[src/rtl/clock_meter_pkg.sv]
// Shared constants for the clock period meter: FSM encoding and parameter defaults.
package clock_meter_pkg;

    localparam int          CNT_W_DEF   = 16;
    localparam int unsigned TIMEOUT_DEF = 32'd65535;

    localparam logic [1:0] ST_IDLE = 2'd0;
    localparam logic [1:0] ST_ARM  = 2'd1;
    localparam logic [1:0] ST_MEAS = 2'd2;

endpackage

[src/rtl/sync_edge_detect.sv]
// Synchronizes an asynchronous level into the clock_in domain and flags its rising edges.
module sync_edge_detect #(
    parameter int SYNC_STAGES = 2
) (
    input  logic clock_in,
    input  logic reset_n,
    input  logic signal_in,
    output logic sync_o,
    output logic rise_o
);

    logic [SYNC_STAGES-1:0] sync_q;
    logic                   edge_q;

    // Synchronizer chain followed by one delay flop for edge detection.
    always_ff @(posedge clock_in or negedge reset_n) begin
        if (!reset_n) begin
            sync_q <= {SYNC_STAGES{1'b0}};
            edge_q <= 1'b0;
        end else begin
            sync_q <= {sync_q[SYNC_STAGES-2:0], signal_in};
            edge_q <= sync_q[SYNC_STAGES-1];
        end
    end

    assign sync_o = sync_q[SYNC_STAGES-1];
    assign rise_o = sync_q[SYNC_STAGES-1] & ~edge_q;

endmodule

[src/rtl/clock_period_meter.sv]
// Measures period and high time of a slow square wave in clock_in cycles and
// presents each result through a single-entry valid/ready hold register.
module clock_period_meter
    import clock_meter_pkg::*;
#(
    parameter int          CNT_W       = CNT_W_DEF,
    parameter int          SYNC_STAGES = 2,
    parameter int unsigned TIMEOUT     = TIMEOUT_DEF
) (
    input  logic             clock_in,
    input  logic             reset_n,
    input  logic             signal_in,
    input  logic             enable,
    output logic             meas_valid,
    input  logic             meas_ready,
    output logic [CNT_W-1:0] period,
    output logic [CNT_W-1:0] high_time,
    output logic             overrun,
    output logic             timeout
);

    localparam logic [CNT_W-1:0] CNT_ONE   = {{(CNT_W-1){1'b0}}, 1'b1};
    localparam logic [CNT_W-1:0] TIMEOUT_C = CNT_W'(TIMEOUT);

    logic             sync_s;
    logic             rise_s;
    logic             capture_s;
    logic             transfer_s;

    logic [1:0]       state_q,  state_d;
    logic [CNT_W-1:0] cnt_q,    cnt_d;
    logic [CNT_W-1:0] hcnt_q,   hcnt_d;
    logic             tmo_q,    tmo_d;
    logic             valid_q,  valid_d;
    logic [CNT_W-1:0] period_q, period_d;
    logic [CNT_W-1:0] high_q,   high_d;
    logic             ovr_q,    ovr_d;
    logic             pend_q,   pend_d;

    sync_edge_detect #(
        .SYNC_STAGES (SYNC_STAGES)
    ) u_sync (
        .clock_in  (clock_in),
        .reset_n   (reset_n),
        .signal_in (signal_in),
        .sync_o    (sync_s),
        .rise_o    (rise_s)
    );

    // FSM and counters; enable low overrides everything and discards the measurement.
    always_comb begin
        state_d   = state_q;
        cnt_d     = cnt_q;
        hcnt_d    = hcnt_q;
        tmo_d     = 1'b0;
        capture_s = 1'b0;
        if (!enable) begin
            state_d = ST_IDLE;
        end else begin
            case (state_q)
                ST_IDLE: begin
                    state_d = ST_ARM;
                end
                ST_ARM: begin
                    if (rise_s) begin
                        state_d = ST_MEAS;
                        cnt_d   = CNT_ONE;
                        hcnt_d  = CNT_ONE;
                    end else begin
                        state_d = ST_ARM;
                    end
                end
                ST_MEAS: begin
                    if (rise_s) begin
                        capture_s = 1'b1;
                        cnt_d     = CNT_ONE;
                        hcnt_d    = CNT_ONE;
                    end else if (cnt_q == TIMEOUT_C) begin
                        tmo_d   = 1'b1;
                        state_d = ST_ARM;
                    end else begin
                        cnt_d  = cnt_q + CNT_ONE;
                        hcnt_d = hcnt_q + {{(CNT_W-1){1'b0}}, sync_s};
                    end
                end
                default: begin
                    state_d = ST_IDLE;
                end
            endcase
        end
    end

    assign transfer_s = valid_q & meas_ready;

    // Hold register: a capture while the consumer stalls is dropped and remembered in pend.
    always_comb begin
        valid_d  = valid_q;
        period_d = period_q;
        high_d   = high_q;
        ovr_d    = ovr_q;
        pend_d   = pend_q;
        if (capture_s) begin
            if (valid_q && !meas_ready) begin
                pend_d = 1'b1;
            end else begin
                valid_d  = 1'b1;
                period_d = cnt_q;
                high_d   = hcnt_q;
                ovr_d    = pend_q;
                pend_d   = 1'b0;
            end
        end else if (transfer_s) begin
            valid_d = 1'b0;
        end else begin
            valid_d = valid_q;
        end
    end

    // State registers.
    always_ff @(posedge clock_in or negedge reset_n) begin
        if (!reset_n) begin
            state_q  <= ST_IDLE;
            cnt_q    <= {CNT_W{1'b0}};
            hcnt_q   <= {CNT_W{1'b0}};
            tmo_q    <= 1'b0;
            valid_q  <= 1'b0;
            period_q <= {CNT_W{1'b0}};
            high_q   <= {CNT_W{1'b0}};
            ovr_q    <= 1'b0;
            pend_q   <= 1'b0;
        end else begin
            state_q  <= state_d;
            cnt_q    <= cnt_d;
            hcnt_q   <= hcnt_d;
            tmo_q    <= tmo_d;
            valid_q  <= valid_d;
            period_q <= period_d;
            high_q   <= high_d;
            ovr_q    <= ovr_d;
            pend_q   <= pend_d;
        end
    end

    assign meas_valid = valid_q;
    assign period     = period_q;
    assign high_time  = high_q;
    assign overrun    = ovr_q;
    assign timeout    = tmo_q;

endmodule

[config.mk]
export PLATFORM = sky130hd
export DESIGN_NAME = clock_period_meter
export DESIGN_NICKNAME = d
export VERILOG_FILES = /design/src/rtl/clock_meter_pkg.sv /design/src/rtl/sync_edge_detect.sv /design/src/rtl/clock_period_meter.sv
export SDC_FILE = /design/constraint.sdc
export NUM_CORES = 1
export LEC_CHECK = 0
export CAP_MARGIN = 10
export CORE_MARGIN = 5
export CORE_UTILIZATION = 55
export CTS_CLUSTER_DIAMETER = 200
export DETAILED_ROUTE_END_ITERATION = 16
export HOLD_SLACK_MARGIN = 0.05
export PLACE_DENSITY_LB_ADDON = 0.08
export RECOVER_POWER = 100
export SETUP_SLACK_MARGIN = 0.02
export SYNTH_ARGS = -nofsm -noshare
export SYNTH_HDL_FRONTEND = slang
export SYNTH_SLANG_ARGS = --single-unit
[constraint.sdc]
create_clock -name clock_in -period 3.2 [get_ports clock_in]
set_clock_uncertainty 0.1 [all_clocks]
set_input_delay 0.48 -clock clock_in [delete_from_list [all_inputs] [get_ports clock_in]]
set_output_delay 0.48 -clock clock_in [all_outputs]
set_load 0.03 [all_outputs]
; ---- Word-level counts from Yosys, hierarchy flattened
; Cells that the tools add are included.
[totals]
ff_bits = 73
inputBits = 5
out_inout_bits = 35
[classes]
n_addsub = 2
n_eq_ne = 8
muxes = 23
bitwise_logic = 4
n_reduce_logical = 9
[op_table]
columns = operator, n
row1 = $mux W16, 5
row2 = $pmux W16 S2, 2
row3 = $add A16 B1 Y16, 1
row4 = $add A16 B1 Y16 const B, 1
row5 = $eq A16 B16 Y1 const B, 1
row6 = $mux W1, 11
row7 = $ne A3 B3 Y1 const B, 3
row8 = $mux W2, 4
row9 = $pmux W2 S3, 1
row10 = $reduce_and A2 Y1, 3
row11 = $ne A2 B2 Y1 const B, 2
row12 = $reduce_and A4 Y1, 1
row13 = $reduce_bool A2 Y1, 2
row14 = $and A1 B1 Y1, 2
row15 = $eq A2 B1 Y1 const B, 1
row16 = $eq A2 B2 Y1 const B, 1
row17 = $logic_not A2 Y1, 1
row18 = $not A1 Y1, 2
row19 = $logic_and A1 B1 Y1, 1
row20 = $logic_not A1 Y1, 1

; ---- Longest topological paths before layout
; Gate-level depths: netlist of the first run.
[depth]
depth_word = 7
ltp_mapped = 8
depth_no_buf = 6

; ---- By module
; A second synthesis of the first run with hierarchy kept.
[unflattened]
cells_unflattened = 319
hier_area_um2 = 3654.8
[by_module_without_submodules]
columns = module, instances, cells_each, area_per_inst_um2, seq_area_each_um2
row1 = clock_period_meter, 1, 315, 3565.9, 1751.7
row2 = sync_edge_detect, 1, 4, 88.8, 75.1

; ---- Worst setup path after synthesis of the first run
; No wires, ideal clock.
[synth_path]
path_kind = register -> register
startpoint = register cnt_q[0]
endpoint = register hcnt_q[6]
setup_time_ns = 0.119
arrival_time_ns = 1.751
t_required_ns = 2.981
setup_slack_ns = 1.230
stages_incl_launch_ff = 9
period_less_slack_ns = 1.970
path_cell_list = dfrtp_1 > ha_1 > nand3_1 > or3_1 > buf_6 > o21a_2 > buf_6 > a21oi_1 > nor2_1
[synth_via]
elab_chain_len = 3
[synth_lines]
columns = item, line_no
row1 = "start, declared", clock_period_meter.sv:31  ; logic [CNT_W-1:0] cnt_q, cnt_d;
row2 = "start signal, assigned", clock_period_meter.sv:123  ; cnt_q <= {CNT_W{1'b0}};
row3 = "start signal, assigned", clock_period_meter.sv:133  ; cnt_q <= cnt_d;
row4 = $eq A16 B16 Y1, clock_period_meter.sv:78  ; end else if (cnt_q == TIMEOUT_C) begin
row5 = $ne A3 B3 Y1 (no line), n/a
row6 = $reduce_and A4 Y1 (no line), n/a
row7 = "end signal, assigned", clock_period_meter.sv:124  ; hcnt_q <= {CNT_W{1'b0}};
row8 = "end signal, assigned", clock_period_meter.sv:134  ; hcnt_q <= hcnt_d;
row9 = "end, declared", clock_period_meter.sv:32  ; logic [CNT_W-1:0] hcnt_q, hcnt_d;
; No other way between the ends.
; A chain may end at the register's enable or synchronous reset.

; ---- Final worst setup path of the first run
[layout_path]
startpoint = input port enable
endpoint = register period_q[11] (netlist: period[11])
[layout_via]
elab_chain_len = 2
[layout_lines]
columns = item, line_no
row1 = "start, declared", clock_period_meter.sv:13  ; input logic enable,
row2 = $mux W1, clock_period_meter.sv:57  ; if (!enable) begin
row3 = $reduce_and A2 Y1 (no line), n/a
row4 = "end signal, assigned", clock_period_meter.sv:127  ; period_q <= {CNT_W{1'b0}};
row5 = "end signal, assigned", clock_period_meter.sv:137  ; period_q <= period_d;
row6 = "end, declared", clock_period_meter.sv:35  ; logic [CNT_W-1:0] period_q, period_d;
; No other way between the ends.

==> metrics.cfg, run 1 <==
[placement]
io_buffers = 39
gpl.final_weighted_congestion = 0.823
detailedPlacementHpwl_um = 4380
placed_cells = 403

[synthesis]
synth-xor-area-share_pct = 0
yosys-top-cells-area = dfrtp_1 56%, mux2_2 11%, o21ai_0 5.8%
synth.avg_cell_area_um2 = 11.0
main_synth_ff_type = dfrtp_1
synth_top_area_share_pct = 55.6
ys.warnings.count = 0
postSynth.asyncResetShare_pct = 100
postSynthNetCount = 308
synthTopCellsByCount = 73 x dfrtp_1, 38 x o21ai_0, 33 x mux2_2
synth_compound_gate_area_share_pct = 14.3
post-synth-top-count-cell = dfrtp_1
adder_and_majority_cell_fraction_of_the_synthesized_area_pct = 1.14
synthCells = 300
syn-cell-area_um2 = 3290
synth.mux.area_fraction_pct = 11.3
yosys_register_bits = 73
ys_types = 40
synth_largest_area_cell = dfrtp_1
ys_seq_area_share_pct = 55.6
simple_gate_share_of_the_synthesized_area_pct = 14.5
combinational_family_with_the_most_area_after_synthesis = simple AND/OR/NAND/NOR gates
synth_enable_flop_cells = 0

[global_route]
grt_max_degree = 74
grt_remaining_overflow = 0
wire_length_of_the_first_global_routing_pass_um = 11900
grt_util_all_layers_pct = 20.0
antenna_found_initial = 0
grt_pass1_vias = 2469

[cts]
cts_tree = built
worst_skew_late_latency_ns = 0.34
numCtsBuffers = 9
cts.path.max_buffers = 2
post-cts-setup-buffer-count = 0
clk_pin_slew_ns = 0.07
ctsResizeCount = 0
postCtsHoldBufs = 0
cts_sinks = 73
level_count_of_the_clock_h_tree = 3
cts.root.buffer_cell = clkbuf_8

[detailed_routing]
drt_first_pass_iters = 4
drt-wirelength-per-cell_um = 15.8
antenna_left = 0
drt_drc = 0
viasPerCell = 5.93
detailedRoute.firstIterationViolations = 162
wirelength_um = 6610
routed-via-count = 2478

[cells_and_area]
post_route_cells_drive_above_1_share_pct = 16.6
finish.cell_count_without_fillers = 418
antenna-diode-count = 0
area_delta_synth_final_pct = 16.9
fill_cells = 466
nets = 347

[pwr]
ir_worst_vdd_uv = 272
comb_power_share_pct = 6.1
power.share.clock_pct = 36.3
pwr_density_cell_nw_per_um2 = 441
netSwitchingPower_mw = 0.417
power.sequential.fraction_pct = 57.6
power.static_leakage_nw = 1.81
internal_power_mw = 1.28
power.switching_fraction_pct = 24.6

[critical_path]
worst_path_max_delay_cell = clkbuf_1
critical_path.reg2reg.endpoint = hcnt_q[15]
critPathRequiredTime_ns = 3.32
worst-setup-path-type = in -> reg
worst_case_reg_to_reg_path_depth = 6
critPathCaptureType = flop
cp_cell_sequence = dlygate4sd3_1 -> nand3b_1 -> nor3_1 -> clkbuf_1 -> mux2_2
timing.critical_path.slowest_cell_delay_ns = 0.79
worstPathMaxFanout = 19
setup.worst_path.start_class = input pin
startpoint_of_the_worst_setup_timing_path = enable
critPathArrivalTime_ns = 2.81
register_to_register_setup_slack_ns = 0.70
critical_path.reg2reg.startpoint = cnt_q[1]

[run_status]
violated_checks = capacitance limit, slew limit
outcome = finished, violations left

[die]
die-area_um2 = 7620
number_of_i_o_pins = 40
starting_utilization_of_the_core_area_pct = 56.2
std_cell_core_area_um2 = 5850
placementRows = 28
die_span_in_x_um = 87.3
die-height_um = 87.3

[sta]
relSlewSlack_pct = -16.8
fmax_mhz = 372
maxSlewViolCount = 74
min_period_over_period_pct = 83.9
timing.final.setup_violations = 0
rsz_0062_raised_after_global_routing = no
period_needed_ns = 2.69
worst_hold_slack_ns = 0.266
tightest_slew_ns = 1.75
finalSetupTns_ns = 0
timing_hold_violations_final = 0

[hold_path]
holdPathStages = 0
hold_path_end = u_sync.sync_q[1]
hold_path.startpoint = u_sync.sync_q[0]
min_path_type = reg -> reg

[job]
max_cap_viol_count = 1

-- critical path: cells and delay by family --
kind                   cells  cell delay, ns
muxes                      1            0.42
buffers and inverters      2            1.39
and+or+nand+nor            2            0.50
-- sequential cells by signal (all words and copies together) (netlist names) --
signal         cells
timeout            1
cnt_q             16
u_sync.sync_q      2
overrun            1
high_time         16
state_q            2
meas_valid         1
period            16
pend_q             1
hcnt_q            16
u_sync.edge_q      1
-- power groups by stage --
stage          clock (mW)  combinational (mW)  sequential, mW
2_1_floorplan           0              0.0526           0.998
3_3_place_gp            0               0.109           0.991
3_5_place_dp            0               0.112           0.994
4_1_cts             0.634               0.113           0.975
5_1_grt             0.676               0.120           0.979
6_report            0.615               0.104           0.976
-- layer usage --
metal	track usage [%]	share of wire, %	vias to the layer above
li1	-	-	1184
met1	28.5	47	1215
met2	29.1	46	67
met3	4.07	5.1	12
met4	9.76	2.1	0
met5	0	0	-
-- layout make-up --
class                           instances  area, µm²  share of cell area, %
Inverter                                2       10.0                  0.260
Clock inverter                          4       20.0                  0.521
Timing Repair Buffer                   42        398                   10.4
Clock buffer                           11        141                   3.68
Sequential cell                        73       1830                   47.5
Tap cell                               75       93.8                   2.44
Multi-Input combinational cell        211       1350                   35.2
-- cells by family after synthesis --
| group | Yosys count |
|---|---|
| adders and majority gates | 3 |
| AOI/OAI and AO/OA | 79 |
| DFF | 73 |
| muxes | 33 |
| and+or+nand+nor | 96 |
| buffers and inverters | 16 |
-- cell usage in the layout (no fill, tap or decap), drive strengths merged, types with 2 or more instances in the layout --
cell type     n
o31ai         6
dfrtp        73
clkbuf       14
o21ai        42
dlygate4sd3  37
ha            3
nand3         9
or3           2
and3          3
a21oi        10
clkinv        4
mux2         33
inv           2
nor2         25
nor3          5
nor4          3
a31oi        14
a41oi         2
and2          3
nor2b         4
nand2        24
o21a          2
nand4        13
-- worst max-delay path by stage --
stage / slack [ns] / endpoint
global placement: 0.71 / hcnt_q[3]
CTS: 0.71 / cnt_q[9]
floorplan: 1.23 / hcnt_q[6]
detailed placement: 0.61 / hcnt_q[3]
finish: 0.51 / period[11]
global route: 0.38 / period[6]
-- through the flow --
stage | instance area (µm²) | setup slack [ns] | total power, mW | util [%]
3_5_place_dp | 3720 | 0.605 | 1.11 | 63.5
3_3_place_gp | 3720 | 0.707 | 1.10 | 63.5
2_1_floorplan | 3290 | 1.23 | 1.05 | -
6_report | 3840 | 0.515 | 1.69 | 65.7
4_1_cts | 3880 | 0.710 | 1.72 | 66.3
5_1_grt | 3840 | 0.381 | 1.77 | 65.7
(Power assumes the default switching activity.)
==> run 2: changes to the inputs <==
clock period = 2.56 ns   (was 3.2 ns; I/O delays follow)
==> metrics.cfg, run 2 (synthesis results as in run 1) <==
[die]
starting_utilization_of_the_core_area_pct = 56.2
placementRows = 28
std_cell_core_area_um2 = 5850
number_of_i_o_pins = 40
die-height_um = 87.3
die-area_um2 = 7620
die_span_in_x_um = 87.3

[sta]
period_needed_ns = 2.26
timing_hold_violations_final = 0
timing.final.setup_violations = 0
rsz_0062_raised_after_global_routing = no
min_period_over_period_pct = 88.2
fmax_mhz = 443
tightest_slew_ns = 1.07
finalSetupTns_ns = 0
maxSlewViolCount = 0
relSlewSlack_pct = 28.5

[placement]
gpl.final_weighted_congestion = 0.825
io_buffers = 39
placed_cells = 408
detailedPlacementHpwl_um = 4590

[critical_path]
worst_case_reg_to_reg_path_depth = 7
critical-path-top-delay-family = simple AND/OR/NAND/NOR gates
timing.critical_path.slowest_cell_delay_ns = 0.48
cp_cell_sequence = ha_1 -> nand3_1 -> or3_1 -> o21ai_1 -> buf_4 -> nand2_1 -> o21ai_0
worst_path_max_delay_cell = or3_1
critPathCaptureType = flop
setup.worst_path.start_class = flop
register_to_register_setup_slack_ns = 0.30
critical_path.reg2reg.endpoint = cnt_q[0]
critPathArrivalTime_ns = 2.41
worst-setup-path-type = reg -> reg
critical_path.reg2reg.startpoint = cnt_q[0]
critPathRequiredTime_ns = 2.71
worstPathMaxFanout = 7
cp.buffers_inverters = 1

[cells_and_area]
antenna-diode-count = 0
combined_area_of_the_multi_input_logic_cells_um2 = 1350
commonest_cells_after_routing_fill_and_taps_aside = 73 x dfrtp_1, 40 x o21ai_0, 38 x dlygate4sd3_1, 33 x mux2_2, 25 x nor2_1
finish.cell_count_without_fillers = 425
nets = 353
post_route_cells_drive_above_1_share_pct = 17.1
area_delta_synth_final_pct = 19.9
ff_latch_area_um2 = 1830
mostFrequentLayoutCell = dfrtp_1
fill_cells = 462

[global_route]
antenna_found_initial = 0
grt_remaining_overflow = 0
grt_util_all_layers_pct = 19.9
grt_pass1_vias = 2497
grt_max_degree = 45
wire_length_of_the_first_global_routing_pass_um = 11900

[cts]
cts.path.max_buffers = 2
numCtsBuffers = 9
clk_pin_slew_ns = 0.07
worst_skew_late_latency_ns = 0.33
ctsResizeCount = 0
cts_tree = built
cts_sinks = 73
level_count_of_the_clock_h_tree = 3
cts.root.buffer_cell = clkbuf_8

[hold_path]
hold_path.startpoint = u_sync.sync_q[0]
min_path_type = reg -> reg
hold_path_end = u_sync.sync_q[1]
holdPathStages = 0

[detailed_routing]
detailedRoute.firstIterationViolations = 191
drt_drc = 0
drt-wirelength-per-cell_um = 16.2
routed-via-count = 2509
drt_first_pass_iters = 4
wirelength_um = 6890
viasPerCell = 5.90
antenna_left = 0

[job]
max_cap_viol_count = 0

[pwr]
power.static_leakage_nw = 1.86
pwr_density_cell_nw_per_um2 = 567
ir_worst_vdd_uv = 436

[run_status]
outcome = completed

[run 2: metal layers]
layer  part of all wire, %  up-vias  routed length (µm)  track usage, %
li1                      -     1194                   -               -
met1                    47     1240                3220            28.5
met2                    48       68                3300            30.4
met3                   4.4        7                 302            3.69
met4                   1.1        0                  74            7.25
met5                     0        -                   0               0
[run 2: worst max path at each step]
stage	slack [ns]	end	start	depth (start not counted)
global route	0.11	hcnt_q[15]	reset_n	3
finish	0.30	cnt_q[0]	cnt_q[0]	7
CTS	0.34	hcnt_q[3]	cnt_q[1]	6
global placement	0.32	hcnt_q[3]	enable	6
floorplan	0.59	hcnt_q[6]	cnt_q[0]	8
detailed placement	0.27	hcnt_q[3]	enable	6
[run 2: layout make-up]
cell class,instances,area share [%]
Inverter,2,0.254
Timing Repair Buffer,48,12.0
Multi-Input combinational cell,211,34.2
Clock inverter,3,1.02
Tap cell,75,2.38
Clock buffer,13,3.78
Sequential cell,73,46.3
[run 2: stage by stage]
| step | util (%) | hold slack, ns | area (µm²) | total power [mW] | worst slack (ns) |
|---|---|---|---|---|---|
| 2_1_floorplan | - | -0.0116 | 3290 | 1.31 | 0.590 |
| 3_3_place_gp | 64.6 | 0.176 | 3780 | 1.38 | 0.321 |
| 3_5_place_dp | 64.6 | 0.176 | 3780 | 1.39 | 0.272 |
| 4_1_cts | 68.0 | 0.264 | 3980 | 2.26 | 0.342 |
| 5_1_grt | 67.4 | 0.267 | 3940 | 2.33 | 0.113 |
| 6_report | 67.4 | 0.260 | 3940 | 2.23 | 0.303 |
[run 2: repair_timing]
| action | in CTS | in global routing |
|---|---|---|
| hold buffers | 1 | 0 |
| hold endpoints to repair | 9 | 0 |
| setup endpoints to repair | 0 | 0 |
| buffers inserted | 0 | 0 |
[run 2: power breakdown]
part,switching (mW),internal (mW)
sequential,0.0350,1.18
clock,0.403,0.476
combinational,0.0873,0.0496
==> run 3: changes to the inputs <==
ABC_AREA = 0   (was not set)
SLEW_MARGIN = 20   (was not set)
==> results of run 3 <==
No change in the layout: final DEF, timing and power equal those of run 2.
